===== src/rtl/channel_pkg.sv =====
// channel_pkg: shared types, LFSR constants and helpers for the channel-model blocks.
package channel_pkg;

    typedef enum logic [1:0] {IDLE, ACCUM, NOISE, OUT} state_t;

    localparam logic [7:0] LFSR_SEED = 8'hA5;
    // x^8+x^6+x^5+x^4+1 feeds back from bits 7,5,4,3
    localparam logic [7:0] LFSR_TAPS = 8'hB8;

    function automatic logic signed [31:0] sat_to_width(input logic signed [31:0] v, input int unsigned w);
        logic signed [31:0] hi;
        logic signed [31:0] lo;
        hi = (32'sd1 <<< (w - 1)) - 32'sd1;
        lo = -hi - 32'sd1;
        return v > hi ? hi : v < lo ? lo : v;
    endfunction

    function automatic logic [3:0] tap_field(input logic [63:0] packed_v, input int k);
        return packed_v[k*4 +: 4];
    endfunction

endpackage


===== src/rtl/multipath_channel_n_if.sv =====
// multipath_channel_n_if: symbol strobe in, channel output and status back.
interface multipath_channel_n_if #(
    parameter int SYM_W = 2,
    parameter int OUT_W = 14
);
    logic                    multi_start;
    logic signed [SYM_W-1:0] trans_out;
    logic                    noise_en;
    logic signed [OUT_W-1:0] multi_out;
    logic                    multi_valid;
    logic                    busy;
    logic                    overrun;

    modport master (
        output multi_start, trans_out, noise_en,
        input  multi_out, multi_valid, busy, overrun
    );

    modport slave (
        input  multi_start, trans_out, noise_en,
        output multi_out, multi_valid, busy, overrun
    );
endinterface


===== src/rtl/channel_lfsr.sv =====
// channel_lfsr: 8-bit Fibonacci pseudo-noise source, shifts left once per adv.
module channel_lfsr
    import channel_pkg::*;
(
    input  logic       clk,
    input  logic       reset,
    input  logic       adv,
    output logic [7:0] lfsr
);
    logic [7:0] lfsr_q;

    always_ff @(posedge clk or negedge reset) begin
        if (!reset)
            lfsr_q <= LFSR_SEED;
        else if (adv)
            lfsr_q <= {lfsr_q[6:0], ^(lfsr_q & LFSR_TAPS)};
    end

    assign lfsr = lfsr_q;
endmodule


===== src/rtl/multipath_channel_n.sv =====
// multipath_channel_n: sums NTAPS delayed, attenuated copies of the symbol history,
// adds optional pseudo-noise and saturates to OUT_W; one tap per cycle.
module multipath_channel_n
    import channel_pkg::*;
#(
    parameter int SYM_W       = 2,
    parameter int OUT_W       = 14,
    parameter int DEPTH       = 16,
    parameter int NTAPS       = 3,
    parameter int SCALE       = 8,
    parameter logic [4*NTAPS-1:0] TAP_DELAY = {4'd5, 4'd2, 4'd0},
    parameter logic [4*NTAPS-1:0] TAP_SHIFT = {4'd3, 4'd1, 4'd0},
    parameter int NOISE_SHIFT = 2
) (
    input logic clk,
    input logic reset,
    multipath_channel_n_if.slave ch
);
    localparam int ACC_W = OUT_W + 4;
    localparam int PW    = $clog2(DEPTH);
    localparam int KW    = $clog2(NTAPS + 1);

    state_t                  state_q;
    logic [PW-1:0]           wr_ptr_q;
    logic [KW-1:0]           k_q;
    logic signed [ACC_W-1:0] acc_q;
    logic signed [SYM_W-1:0] hist_q [DEPTH];
    logic signed [OUT_W-1:0] out_q;
    logic                    valid_q;
    logic                    busy_q;
    logic                    overrun_q;
    logic                    start_q;
    logic                    edge_d;
    logic [PW-1:0]           rd_d;
    logic signed [ACC_W-1:0] tap_d;
    logic signed [ACC_W-1:0] noise_d;
    logic                    adv;
    logic [7:0]              lfsr;

    channel_lfsr u_lfsr (
        .clk   (clk),
        .reset (reset),
        .adv   (adv),
        .lfsr  (lfsr)
    );

    always_comb begin
        edge_d  = ch.multi_start & ~start_q;
        rd_d    = wr_ptr_q - PW'(tap_field(64'(TAP_DELAY), int'(k_q)));
        tap_d   = (ACC_W'(hist_q[rd_d]) <<< SCALE) >>> tap_field(64'(TAP_SHIFT), int'(k_q));
        noise_d = ch.noise_en ? ACC_W'($signed(lfsr) >>> NOISE_SHIFT) : '0;
        adv     = state_q == NOISE;
    end

    always_ff @(posedge clk or negedge reset) begin
        if (!reset) begin
            state_q   <= IDLE;
            wr_ptr_q  <= '0;
            k_q       <= '0;
            acc_q     <= '0;
            out_q     <= '0;
            valid_q   <= 1'b0;
            busy_q    <= 1'b0;
            overrun_q <= 1'b0;
            start_q   <= 1'b0;
            for (int i = 0; i < DEPTH; i++)
                hist_q[i] <= '0;
        end else begin
            start_q <= ch.multi_start;
            valid_q <= 1'b0;
            // any edge outside IDLE (including the OUT cycle) is a dropped symbol
            if (edge_d && state_q != IDLE)
                overrun_q <= 1'b1;
            case (state_q)
                IDLE: if (edge_d) begin
                    hist_q[wr_ptr_q] <= ch.trans_out;
                    acc_q            <= '0;
                    k_q              <= '0;
                    busy_q           <= 1'b1;
                    state_q          <= ACCUM;
                end
                ACCUM: begin
                    acc_q <= acc_q + tap_d;
                    k_q   <= k_q + 1'b1;
                    if (k_q == KW'(NTAPS - 1))
                        state_q <= NOISE;
                end
                NOISE: begin
                    acc_q   <= acc_q + noise_d;
                    state_q <= OUT;
                end
                OUT: begin
                    out_q    <= OUT_W'(sat_to_width(32'(acc_q), OUT_W));
                    valid_q  <= 1'b1;
                    wr_ptr_q <= wr_ptr_q + 1'b1;
                    busy_q   <= 1'b0;
                    state_q  <= IDLE;
                end
                default: state_q <= IDLE;
            endcase
        end
    end

    assign ch.multi_out   = out_q;
    assign ch.multi_valid = valid_q;
    assign ch.busy        = busy_q;
    assign ch.overrun     = overrun_q;
endmodule


===== src/flat_wrapper.sv =====
// flat-port wrapper written by rule: the top's interface ports become plain ports
module multipath_channel_n_flat import channel_pkg::*;
#(
    parameter int SYM_W       = 2,
    parameter int OUT_W       = 14,
    parameter int DEPTH       = 16,
    parameter int NTAPS       = 3,
    parameter int SCALE       = 8,
    parameter logic [4*NTAPS-1:0] TAP_DELAY = {4'd5, 4'd2, 4'd0},
    parameter logic [4*NTAPS-1:0] TAP_SHIFT = {4'd3, 4'd1, 4'd0},
    parameter int NOISE_SHIFT = 2
)
  (clk, reset, ch_multi_start, ch_trans_out, ch_noise_en, ch_multi_out, ch_multi_valid, ch_busy, ch_overrun);
  multipath_channel_n_if #(.SYM_W(SYM_W), .OUT_W(OUT_W)) ch_i ();
  input logic clk;
  input logic reset;
  input wire logic [$bits(ch_i.multi_start)-1:0] ch_multi_start;
  input wire logic [$bits(ch_i.trans_out)-1:0] ch_trans_out;
  input wire logic [$bits(ch_i.noise_en)-1:0] ch_noise_en;
  output wire logic [$bits(ch_i.multi_out)-1:0] ch_multi_out;
  output wire logic [$bits(ch_i.multi_valid)-1:0] ch_multi_valid;
  output wire logic [$bits(ch_i.busy)-1:0] ch_busy;
  output wire logic [$bits(ch_i.overrun)-1:0] ch_overrun;
  assign ch_i.multi_start = ch_multi_start;
  assign ch_i.trans_out = ch_trans_out;
  assign ch_i.noise_en = ch_noise_en;
  assign ch_multi_out = ch_i.multi_out;
  assign ch_multi_valid = ch_i.multi_valid;
  assign ch_busy = ch_i.busy;
  assign ch_overrun = ch_i.overrun;
  multipath_channel_n #(.SYM_W(SYM_W), .OUT_W(OUT_W), .DEPTH(DEPTH), .NTAPS(NTAPS), .SCALE(SCALE), .TAP_DELAY(TAP_DELAY), .TAP_SHIFT(TAP_SHIFT), .NOISE_SHIFT(NOISE_SHIFT)) u_core (.clk(clk), .reset(reset), .ch(ch_i));
endmodule

===== config.mk =====
export PLATFORM = sky130hd
export DESIGN_NAME = multipath_channel_n_flat
export DESIGN_NICKNAME = d
export VERILOG_FILES = /design/src/rtl/channel_pkg.sv /design/src/rtl/multipath_channel_n_if.sv /design/src/rtl/channel_lfsr.sv /design/src/rtl/multipath_channel_n.sv /design/src/flat_wrapper.sv
export SDC_FILE = /design/constraint.sdc
export NUM_CORES = 1
export LEC_CHECK = 0
export CAP_MARGIN = 20
export CORE_ASPECT_RATIO = 0.75
export CORE_MARGIN = 1.5
export CORE_UTILIZATION = 45
export CTS_BUF_LIST = sky130_fd_sc_hd__clkbuf_8
export DETAILED_ROUTE_END_ITERATION = 12
export GPL_TIMING_DRIVEN = 0
export HOLD_SLACK_MARGIN = 0.12
export SLEW_MARGIN = 25
export SYNTH_ARGS = -nofsm -noshare
export SYNTH_HDL_FRONTEND = slang
export SYNTH_SLANG_ARGS = --single-unit

===== constraint.sdc =====
create_clock -name clk -period 4.65 [get_ports clk]
set_clock_uncertainty 0.1 [all_clocks]
set_input_delay 0.93 -clock clk [delete_from_list [all_inputs] [get_ports clk]]
set_output_delay 0.93 -clock clk [all_outputs]
set_load 0.05 [all_outputs]

==> run metrics, run 1 <==
status=finished, final reports clean; Syn Area/Cell=10.8 um2; global-route usage over all layers=0.204; M1 GR Usage=0.322; met2 global-route usage=0.279; multi-input logic area=2680 um2; GPL Wtd Cong=0.822; Post-DP Area=5190 um2; routed len/inst=17.0 um; via count=3399; I/O pin count=23; Chip Width=122 um; register area share after synthesis=0.442; worst min path class=input pin to async pin; clock slew seen by the registers of the worst setup and hold paths=0.08 ns; DRC viols=0; critical path arrival=4.59 ns; number of synthesized flops with an enable pin=0; Synth warnings=0; Ant. Diodes=0; Final TNS setup=0 ns; CTS tree=done; Gate Count Post-Synth=443; Nets=521; CTS Buf Count=9; clk sinks=84; # setup viols final=0; die height=92.1 um; number of global-route vias before repair=3379; FF+latch count, synth=84; area of the die=11200 um2; final hold violations=0; row cnt=32; fin area=5590 um2; post-route ant nets=0; Worst-Margin Slew=0.703 ns; distinct cell type count after synthesis=50; crit path kind=register to register; Slew HR=0.532; post-cts hold buffer count=0; largest net degree at the start of global routing=69; Worst EP required=4.84 ns; Clock Tree Buf Depth=2; Starting DRT DRC Count=198; met3 usage=0.0442; share of cells above drive strength 1=0.208; TritonRoute pass-1 iters=4; Setup crit start kind=register; global route overflow=0; hpwl dp=7430 um; WL final=10600 um; clk_lat worst skew=0.36 ns; Final period util=0.947; Final Max Tran Viols=0; top_reg_cell synth=dfrtp_1; Seq. cell area=2110 um2; vias per cell=5.46; Fmax=227 MHz; Initial Util=0.463; Core Footprint=10300 um2; H-tree levels=3; GR peak layer=met1; nature of the critical path endpoint=register; first-pass GRT wire length=17500 um; Max-Cap Viols=0; Final Critical Period=4.40 ns; asr flop ratio synth=1.00; # port buffers=22; Netlist Area Pre-Place=4770 um2; Critical Path Fanout Max=7; total nets after synthesis=483; area grow syn2layout=17.3%; layout filler cell count=925; initial antenna violation count=0; clock root cell=clkbuf_8
routing by layer:
layer / wire length (um) / part of all wire / vias up
met3: 352 / 0.033 / 9
met4: 97 / 0.0092 / 0
li1: - / - / 1652
met1: 5700 / 0.54 / 1692
met2: 4450 / 0.42 / 46
met5: 0 / 0 / -
state kept, by name (all words and copies together), names as in the netlist:
name / cells
u_core.hist_q: 32
u_core.acc_q: 18
u_core.ch.multi_out: 14
u_core.u_lfsr.lfsr: 8
u_core.wr_ptr_q: 4
u_core.k_q: 2
u_core.state_q: 2
u_core.ch.busy: 1
u_core.ch.multi_valid: 1
u_core.ch.overrun: 1
u_core.start_q: 1
worst max-delay path, cell delays in order (launching register included):
cell,delay (ns)
dfrtp_1,0.41
inv_2,0.13
ha_4,0.17
nand2b_4,0.07
fa_2,0.41
xor2_4,0.31
mux4_2,0.39
mux2i_4,0.21
mux2i_4,0.12
nand2_1,0.10
o21ai_1,0.08
a21oi_1,0.15
nor2_1,0.08
ha_4,0.27
a21o_1,0.20
a211oi_2,0.20
o21ai_2,0.13
o21ai_2,0.20
o21ai_2,0.07
xor2_1,0.14
or3_1,0.32
o21ai_2,0.06
kinds of logic after synthesis:
logic type               after synthesis  share of synthesized area
AO/OA/AOI/OAI                        100                      0.130
AND/OR/NAND/NOR                      100                     0.0924
flip-flops                            84                      0.442
multiplexers                          56                      0.156
buffers and inverters                 44                     0.0354
adder cells (fa/ha/maj)               34                     0.0924
XOR/XNOR                              25                     0.0514
synth_stat cells, types with 2 or more instances:
master    number  area (um2)
a21o_1        14         105
a21oi_1       22         110
a31oi_1        5        31.3
and3_1         6        37.5
clkbuf_1      14        52.6
dfrtp_1       80        2000
dfstp_2        4         105
fa_1           2        40.0
ha_1          32         400
inv_1         28         105
mux2_1         2        22.5
mux2_2        39         439
mux2i_1        6        60.1
mux4_1         8         210
nand2_1       34         128
nand2b_1       4        25.0
nand3_1        8        40.0
nand4_1        2        12.5
nor2_1        37         139
nor2b_1        2        12.5
o21a_1         2        15.0
o21ai_0       21         105
o21ai_1        7        35.0
o21ai_2        2        17.5
o21bai_1       2        15.0
o22ai_1       14        87.6
or3_1          2        12.5
xnor2_1       12         105
xor2_1        11        96.3
area by class of cell:
type | count | share of cell area
buffer | 15 | 0.0107
multi-input combinational | 315 | 0.479
timing repair buffer | 28 | 0.0512
tap | 136 | 0.0304
sequential | 84 | 0.377
clock buffer | 11 | 0.0271
inverter | 28 | 0.0188
clock inverter | 5 | 0.00649
worst paths after layout:
kind | from | end | slack [ns] | depth (start not counted)
max | u_core.k_q[0] | u_core.acc_q[17] | 0.25 | 21
min | reset | u_core.hist_q[2] | 0.29 | 1
max reg2reg | u_core.k_q[0] | u_core.acc_q[17] | 0.25 | 21
min reg2reg | u_core.ch.overrun | u_core.ch.overrun | 0.40 | 1
max in group asynchronous | reset | u_core.u_lfsr.lfsr[7] | 3.53 | 2
min in group clk | u_core.ch.overrun | u_core.ch.overrun | 0.40 | 1
per-stage QoR:
stage	util	std cells	worst slack [ns]	hold slack (ns)
5_1_grt	0.544	622	-0.00487	0.280
3_3_place_gp	0.501	601	-0.546	0.361
3_5_place_dp	0.504	602	-0.602	0.388
4_1_cts	0.529	619	0.0530	0.286
6_report	0.544	622	0.248	0.292
2_1_floorplan	-	443	0.263	0.349
layout by cell type (no fill, tap or decap), types with 3 or more instances in the layout:
cell type        netlist  routed
dfrtp_1               80      80
mux4_1                 8       5
clkinvlp_4             0       3
o21ai_1                7       5
nor2_1                37      35
ha_1                  32      25
and3_1                 6       6
nand3_1                8       8
a31oi_1                5       4
nand2_1               34      34
mux2i_4                0       3
mux4_2                 0       3
nand2b_1               4       3
inv_1                 28      26
buf_4                  1       6
mux2i_1                6       4
o21ai_0               21      20
mux2_2                39      39
clkbuf_8               0      11
ha_4                   0       6
o22ai_1               14      14
clkdlybuf4s50_1        0      21
xor2_1                11      10
dfstp_2                4       4
clkbuf_1              14      13
a21oi_1               22      21
xnor2_1               12      12
a21o_1                14      14
o21ai_2                2       5
repair_timing:
| action | in CTS | in global routing |
|---|---|---|
| resized for setup | 13 | 26 |
| setup endpoints to repair | 7 | 7 |
| setup buffers | 1 | 4 |
| pin swaps | 2 | 5 |
| cloned | 0 | 0 |
Power of run 1 is left out: the tool's default activity adds up to more than one toggle a clock period on the data nets, which glitch-free logic cannot reach.
==> inputs of run 2 (changes only) <==
--- a/config.mk
+++ b/config.mk
@@ -13,6 +13,8 @@
 export DETAILED_ROUTE_END_ITERATION = 12
 export GPL_TIMING_DRIVEN = 0
 export HOLD_SLACK_MARGIN = 0.12
+export MAX_ROUTING_LAYER = met4
+export SETUP_SLACK_MARGIN = 0.4
 export SLEW_MARGIN = 25
 export SYNTH_ARGS = -nofsm -noshare
 export SYNTH_HDL_FRONTEND = slang
==> run 2 against run 1 <==
  * Via count rose by 1.6%
  * Sequential share of layout area decreased by 1.5 points
  * Fmax rose by 0.94%
  * Die area stayed put
  * Final area rose by 4.1%
  * Count of clock-buffer cells in the layout down 2
  * Routed wire length down 1.7%
  * Critical path type unchanged
  * Critical endpoint unchanged
==> run metrics, run 2 (synthesized netlist as in run 1, its figures left out) <==
Chip Width=122 um; worst r2r src=u_core.k_q[0]; via count=3455; largest net degree at the start of global routing=44; # setup viols final=0; Final period util=0.938; r2r setup slk=0.29 ns; Final TNS setup=0 ns; critical path arrival=4.56 ns; die height=92.1 um; CP max-delay cell=dfrtp_1; nature of the critical path endpoint=register; # port buffers=22; Core Footprint=10300 um2; area grow syn2layout=22.2%; Critical Path Fanout Max=5; TritonRoute pass-1 iters=4; flip-flop count of the largest register after layout=32; clk sinks=84; crit path kind=register to register; clock slew seen by the registers of the worst setup and hold paths=0.08 ns; CTS tree=done; clock root cell=clkbuf_8; Max-Cap Viols=0; global-route usage over all layers=0.209; CTS Buf Count=9; WL final=10400 um; RR Endpoint=u_core.acc_q[17]; most common cell after layout, fill and taps aside=dfrtp_1; post-cts hold buffer count=0; row cnt=32; layout filler cell count=868; most frequent cells in the layout=79 x dfrtp_1, 38 x mux2_2, 35 x nor2_1, 34 x nand2_1, 26 x inv_1; share of cells above drive strength 1=0.256; hpwl dp=7450 um; RSZ-0062 raised after global routing=true; H-tree levels=3; Ant. Diodes=0; Worst-Margin Slew=0.669 ns; GPL Wtd Cong=0.826; status=finished, final reports clean; I/O pin count=23; clk_lat worst skew=0.37 ns; Slew HR=0.554; Worst EP required=4.85 ns; first-pass GRT wire length=17400 um; final hold violations=0; Starting DRT DRC Count=226; most flop-heavy register=u_core.hist_q; Final Critical Period=4.36 ns; number of global-route vias before repair=3398; Initial Util=0.463; FF-to-FF path depth=22; initial antenna violation count=0; routed len/inst=16.3 um; worst min path class=input pin to async pin; Fmax=229 MHz; CP Cell Sequence=inv_2 > ha_4 > nand2b_4 > fa_2 > xor2_4 > mux4_1 > mux2i_4 > mux2i_4 > nand2_1 > o21ai_1 > a21oi_1 > nor2_1 > ha_2 > buf_8 > a21o_1 > a211oi_2 > o21ai_2 > o21ai_2 > o21ai_2 > xor2_1 > or3_1 > o21ai_2; most used cell, CP=o21ai_2; Nets=538; Final Max Tran Viols=0; area of the die=11200 um2; DRC viols=0; global route overflow=0; Clock Tree Buf Depth=2; Setup crit start kind=register; post-route ant nets=0; Crit path largest cell delay=0.40 ns; vias per cell=5.41
## run 2: changes by cell type in the layout (fill, tap and decap cells not counted), moves of 2 or more
cell / previous run / this run
ha_2: 1 / 3
bufinv_16: 0 / 3
o21ai_1: 5 / 7
a21oi_1: 21 / 17
a21oi_2: 1 / 5
buf_8: 0 / 2
o21ai_0: 20 / 17
clkinvlp_4: 3 / 0
ha_1: 25 / 23
buf_6: 1 / 4
clkbuf_8: 11 / 9
buf_4: 6 / 18
## run 2: through the flow
stage / util / cell area (um2) / cells / hold WS, ns / worst slack, ns
floorplan: - / 4800 / 443 / 0.349 / 0.405
global placement: 0.504 / 5190 / 601 / 0.363 / -0.543
detailed placement: 0.506 / 5210 / 602 / 0.369 / -0.303
CTS: 0.553 / 5690 / 630 / 0.374 / 0.314
global route: 0.566 / 5820 / 639 / 0.384 / 0.00234
finish: 0.566 / 5820 / 639 / 0.368 / 0.289
## run 2: final cells by class
class / count / area (um2) / area share
Clock buffer: 9 / 124 / 0.0213
Sequential cell: 84 / 2110 / 0.362
Buffer: 16 / 82.6 / 0.0142
Inverter: 28 / 108 / 0.0185
Timing Repair Buffer: 44 / 410 / 0.0705
Clock inverter: 7 / 108 / 0.0185
Tap cell: 136 / 170 / 0.0292
Multi-Input combinational cell: 315 / 2710 / 0.466
## run 2: worst max-delay path by stage
stage,from,endpoint,slack (ns)
after floorplan,u_core.k_q[0],u_core.acc_q[17],0.40
after global placement,reset,u_core.acc_q[15],-0.54
after detailed placement,u_core.k_q[0],u_core.acc_q[17],-0.30
after CTS,u_core.k_q[0],u_core.acc_q[17],0.31
after global routing,u_core.k_q[0],u_core.acc_q[17],0.002
final,u_core.k_q[0],u_core.acc_q[17],0.29
## run 2: repair_timing
item | CTS | global route
pin swaps | 17 | 19
setup buffers | 12 | 9
resized for setup | 37 | 23
endpoints found under the setup margin | 9 | 9
## run 2: critical path, delay by kind of cell (launching register included)
| family | cells | cell delay, ns |
|---|---|---|
| XOR/XNOR | 2 | 0.45 |
| adder cells (fa/ha/maj) | 3 | 0.84 |
| buffers and inverters | 2 | 0.24 |
| flip-flops | 1 | 0.40 |
| multiplexers | 3 | 0.72 |
| AO/OA/AOI/OAI | 8 | 1.04 |
| AND/OR/NAND/NOR | 4 | 0.51 |
## run 2: per-layer routing
| layer | share of wire | vias to the layer above | track usage | wire length (um) |
|---|---|---|---|---|
| met2 | 0.42 | 50 | 0.279 | 4370 |
| met5 | 0 | - | - | 0 |
| met3 | 0.047 | 11 | 0.0466 | 489 |
| li1 | - | 1678 | - | - |
| met4 | 0.015 | 0 | 0.0569 | 153 |
| met1 | 0.52 | 1716 | 0.315 | 5400 |
Power of run 2 is left out for the same reason.
==> inputs of run 3 (changes only) <==
--- a/config.mk
+++ b/config.mk
@@ -6,6 +6,8 @@
 export NUM_CORES = 1
 export LEC_CHECK = 0
 export CAP_MARGIN = 20
+export CELL_PAD_IN_SITES_DETAIL_PLACEMENT = 0
+export CELL_PAD_IN_SITES_GLOBAL_PLACEMENT = 1
 export CORE_ASPECT_RATIO = 0.75
 export CORE_MARGIN = 1.5
 export CORE_UTILIZATION = 45
@@ -14,7 +16,9 @@
 export GPL_TIMING_DRIVEN = 0
 export HOLD_SLACK_MARGIN = 0.12
 export MAX_ROUTING_LAYER = met4
+export PLACE_DENSITY_LB_ADDON = 0.1
 export SETUP_SLACK_MARGIN = 0.4
+export SKIP_LAST_GASP = 1
 export SLEW_MARGIN = 25
 export SYNTH_ARGS = -nofsm -noshare
 export SYNTH_HDL_FRONTEND = slang
==> run 3 against run 2 <==
  * Final area is 2.4% lower
  * Sequential share of layout area is 0.90 points higher
  * Count of clock-buffer cells in the layout is the same
  * Die area stayed put
  * Routed wire length up 4.4%
  * Critical path type unchanged
==> run metrics, run 3 (synthesized netlist as in run 1, its figures left out) <==
area grow syn2layout=19.2%; Nets=529; initial antenna violation count=0; row cnt=32; largest net degree at the start of global routing=50; Post-DP Area=5220 um2; RSZ-0062 raised after global routing=true; global route overflow=0; Starting DRT DRC Count=212; vias per cell=5.42; Core Footprint=10300 um2; # setup viols final=0; critical path arrival=4.66 ns; crit path kind=register to register; CTS Buf Count=9; final hold violations=0; Final Max Tran Viols=0; post-cts hold buffer count=0; Setup crit start kind=register; clock slew seen by the registers of the worst setup and hold paths=0.09 ns; Critical Path Fanout Max=5; most flop-heavy register=u_core.hist_q; nature of the critical path endpoint=register; Ant. Diodes=0; first-pass GRT wire length=18200 um; I/O pin count=23; Worst-Margin Slew=0.726 ns; routed len/inst=17.3 um; clock root cell=clkbuf_8; most frequent cells in the layout=79 x dfrtp_1, 38 x mux2_2, 37 x nor2_1, 34 x nand2_1, 28 x ha_1; global-route usage over all layers=0.221; TritonRoute pass-1 iters=4; Max-Cap Viols=0; fin area=5680 um2; GPL Wtd Cong=0.838; Clock Tree Buf Depth=2; Slew HR=0.516; clk sinks=84; number of global-route vias before repair=3383; CTS tree=done; status=finished, final reports clean; Fmax=224 MHz; hpwl dp=7830 um; Worst EP required=4.85 ns; Chip Width=122 um; Initial Util=0.463; share of cells above drive strength 1=0.221; area of the die=11200 um2; # port buffers=22; WL final=10900 um; Final Critical Period=4.46 ns; flip-flop count of the largest register after layout=32; DRC viols=0; clk_lat worst skew=0.37 ns; worst min path class=input pin to async pin; most common cell after layout, fill and taps aside=dfrtp_1; via count=3415; die height=92.1 um; Final period util=0.960; H-tree levels=3; post-route ant nets=0
## run 3: cell count changes in the layout (fill, tap and decap cells not counted), moves of 3 or more
cell	delta
ha_1	+5
ha_2	-3
mux2i_2	+3
buf_4	-5
buf_6	-3
mux2i_4	-3
## run 3: per-stage QoR
step | setup WS, ns | util | TNS, ns | hold WS, ns | cells
6_report | 0.185 | 0.552 | 0 | 0.356 | 630
5_1_grt | -0.0358 | 0.552 | -0.0358 | 0.362 | 630
4_1_cts | 0.231 | 0.547 | 0 | 0.354 | 627
3_5_place_dp | -0.378 | 0.507 | -1.06 | 0.364 | 602
3_3_place_gp | -0.614 | 0.504 | -49.31 | 0.362 | 601
2_1_floorplan | 0.405 | - | 0 | 0.349 | 443
## run 3: path summary, 6_finish.rpt
kind                                   start                     to  slack, ns  cells after the start
max in group asynchronous              reset  u_core.u_lfsr.lfsr[0]       3.48                      2
setup reg to reg               u_core.k_q[0]       u_core.acc_q[17]       0.19                     22
min in group clk           u_core.ch.overrun      u_core.ch.overrun       0.39                      1
hold / removal                         reset       u_core.hist_q[1]       0.36                      1
hold reg to reg            u_core.ch.overrun      u_core.ch.overrun       0.39                      1
setup / recovery               u_core.k_q[0]       u_core.acc_q[17]       0.19                     22
## run 3: final cells by class
type | count | area [um2]
Fill cell | 913 | 4610
Multi-Input combinational cell | 315 | 2650
Sequential cell | 84 | 2110
Timing Repair Buffer | 35 | 339
Tap cell | 136 | 170
Clock buffer | 9 | 124
Clock inverter | 7 | 115
Inverter | 28 | 108
Buffer | 16 | 73.8
## run 3: layer usage
metal	share of wire	routed length, um	track usage
met3	0.029	318	0.0479
met1	0.55	6020	0.331
met5	0	0	-
met4	0.0092	100	0.0549
met2	0.41	4440	0.301
## run 3: critical path, cell delays in order (launching register included)
cell	delay, ns
dfrtp_1	0.41
inv_2	0.13
ha_4	0.17
nand2b_4	0.06
fa_2	0.38
xor2_4	0.31
mux4_2	0.37
mux2i_2	0.22
mux2i_2	0.12
nand2_1	0.09
o21ai_2	0.06
a21oi_2	0.11
nor2_1	0.06
ha_1	0.32
clkbuf_8	0.15
a21o_1	0.19
a211oi_2	0.23
o21ai_2	0.10
o21ai_2	0.20
o21ai_2	0.07
xor2_1	0.15
or3_1	0.33
o21ai_2	0.06
## run 3: timing repair
item / CTS / global route
setup endpoints to repair: 10 / 9
pin swaps: 11 / 9
gates resized for setup: 25 / 11
setup buffers: 9 / 3
Power of run 3 is left out for the same reason.
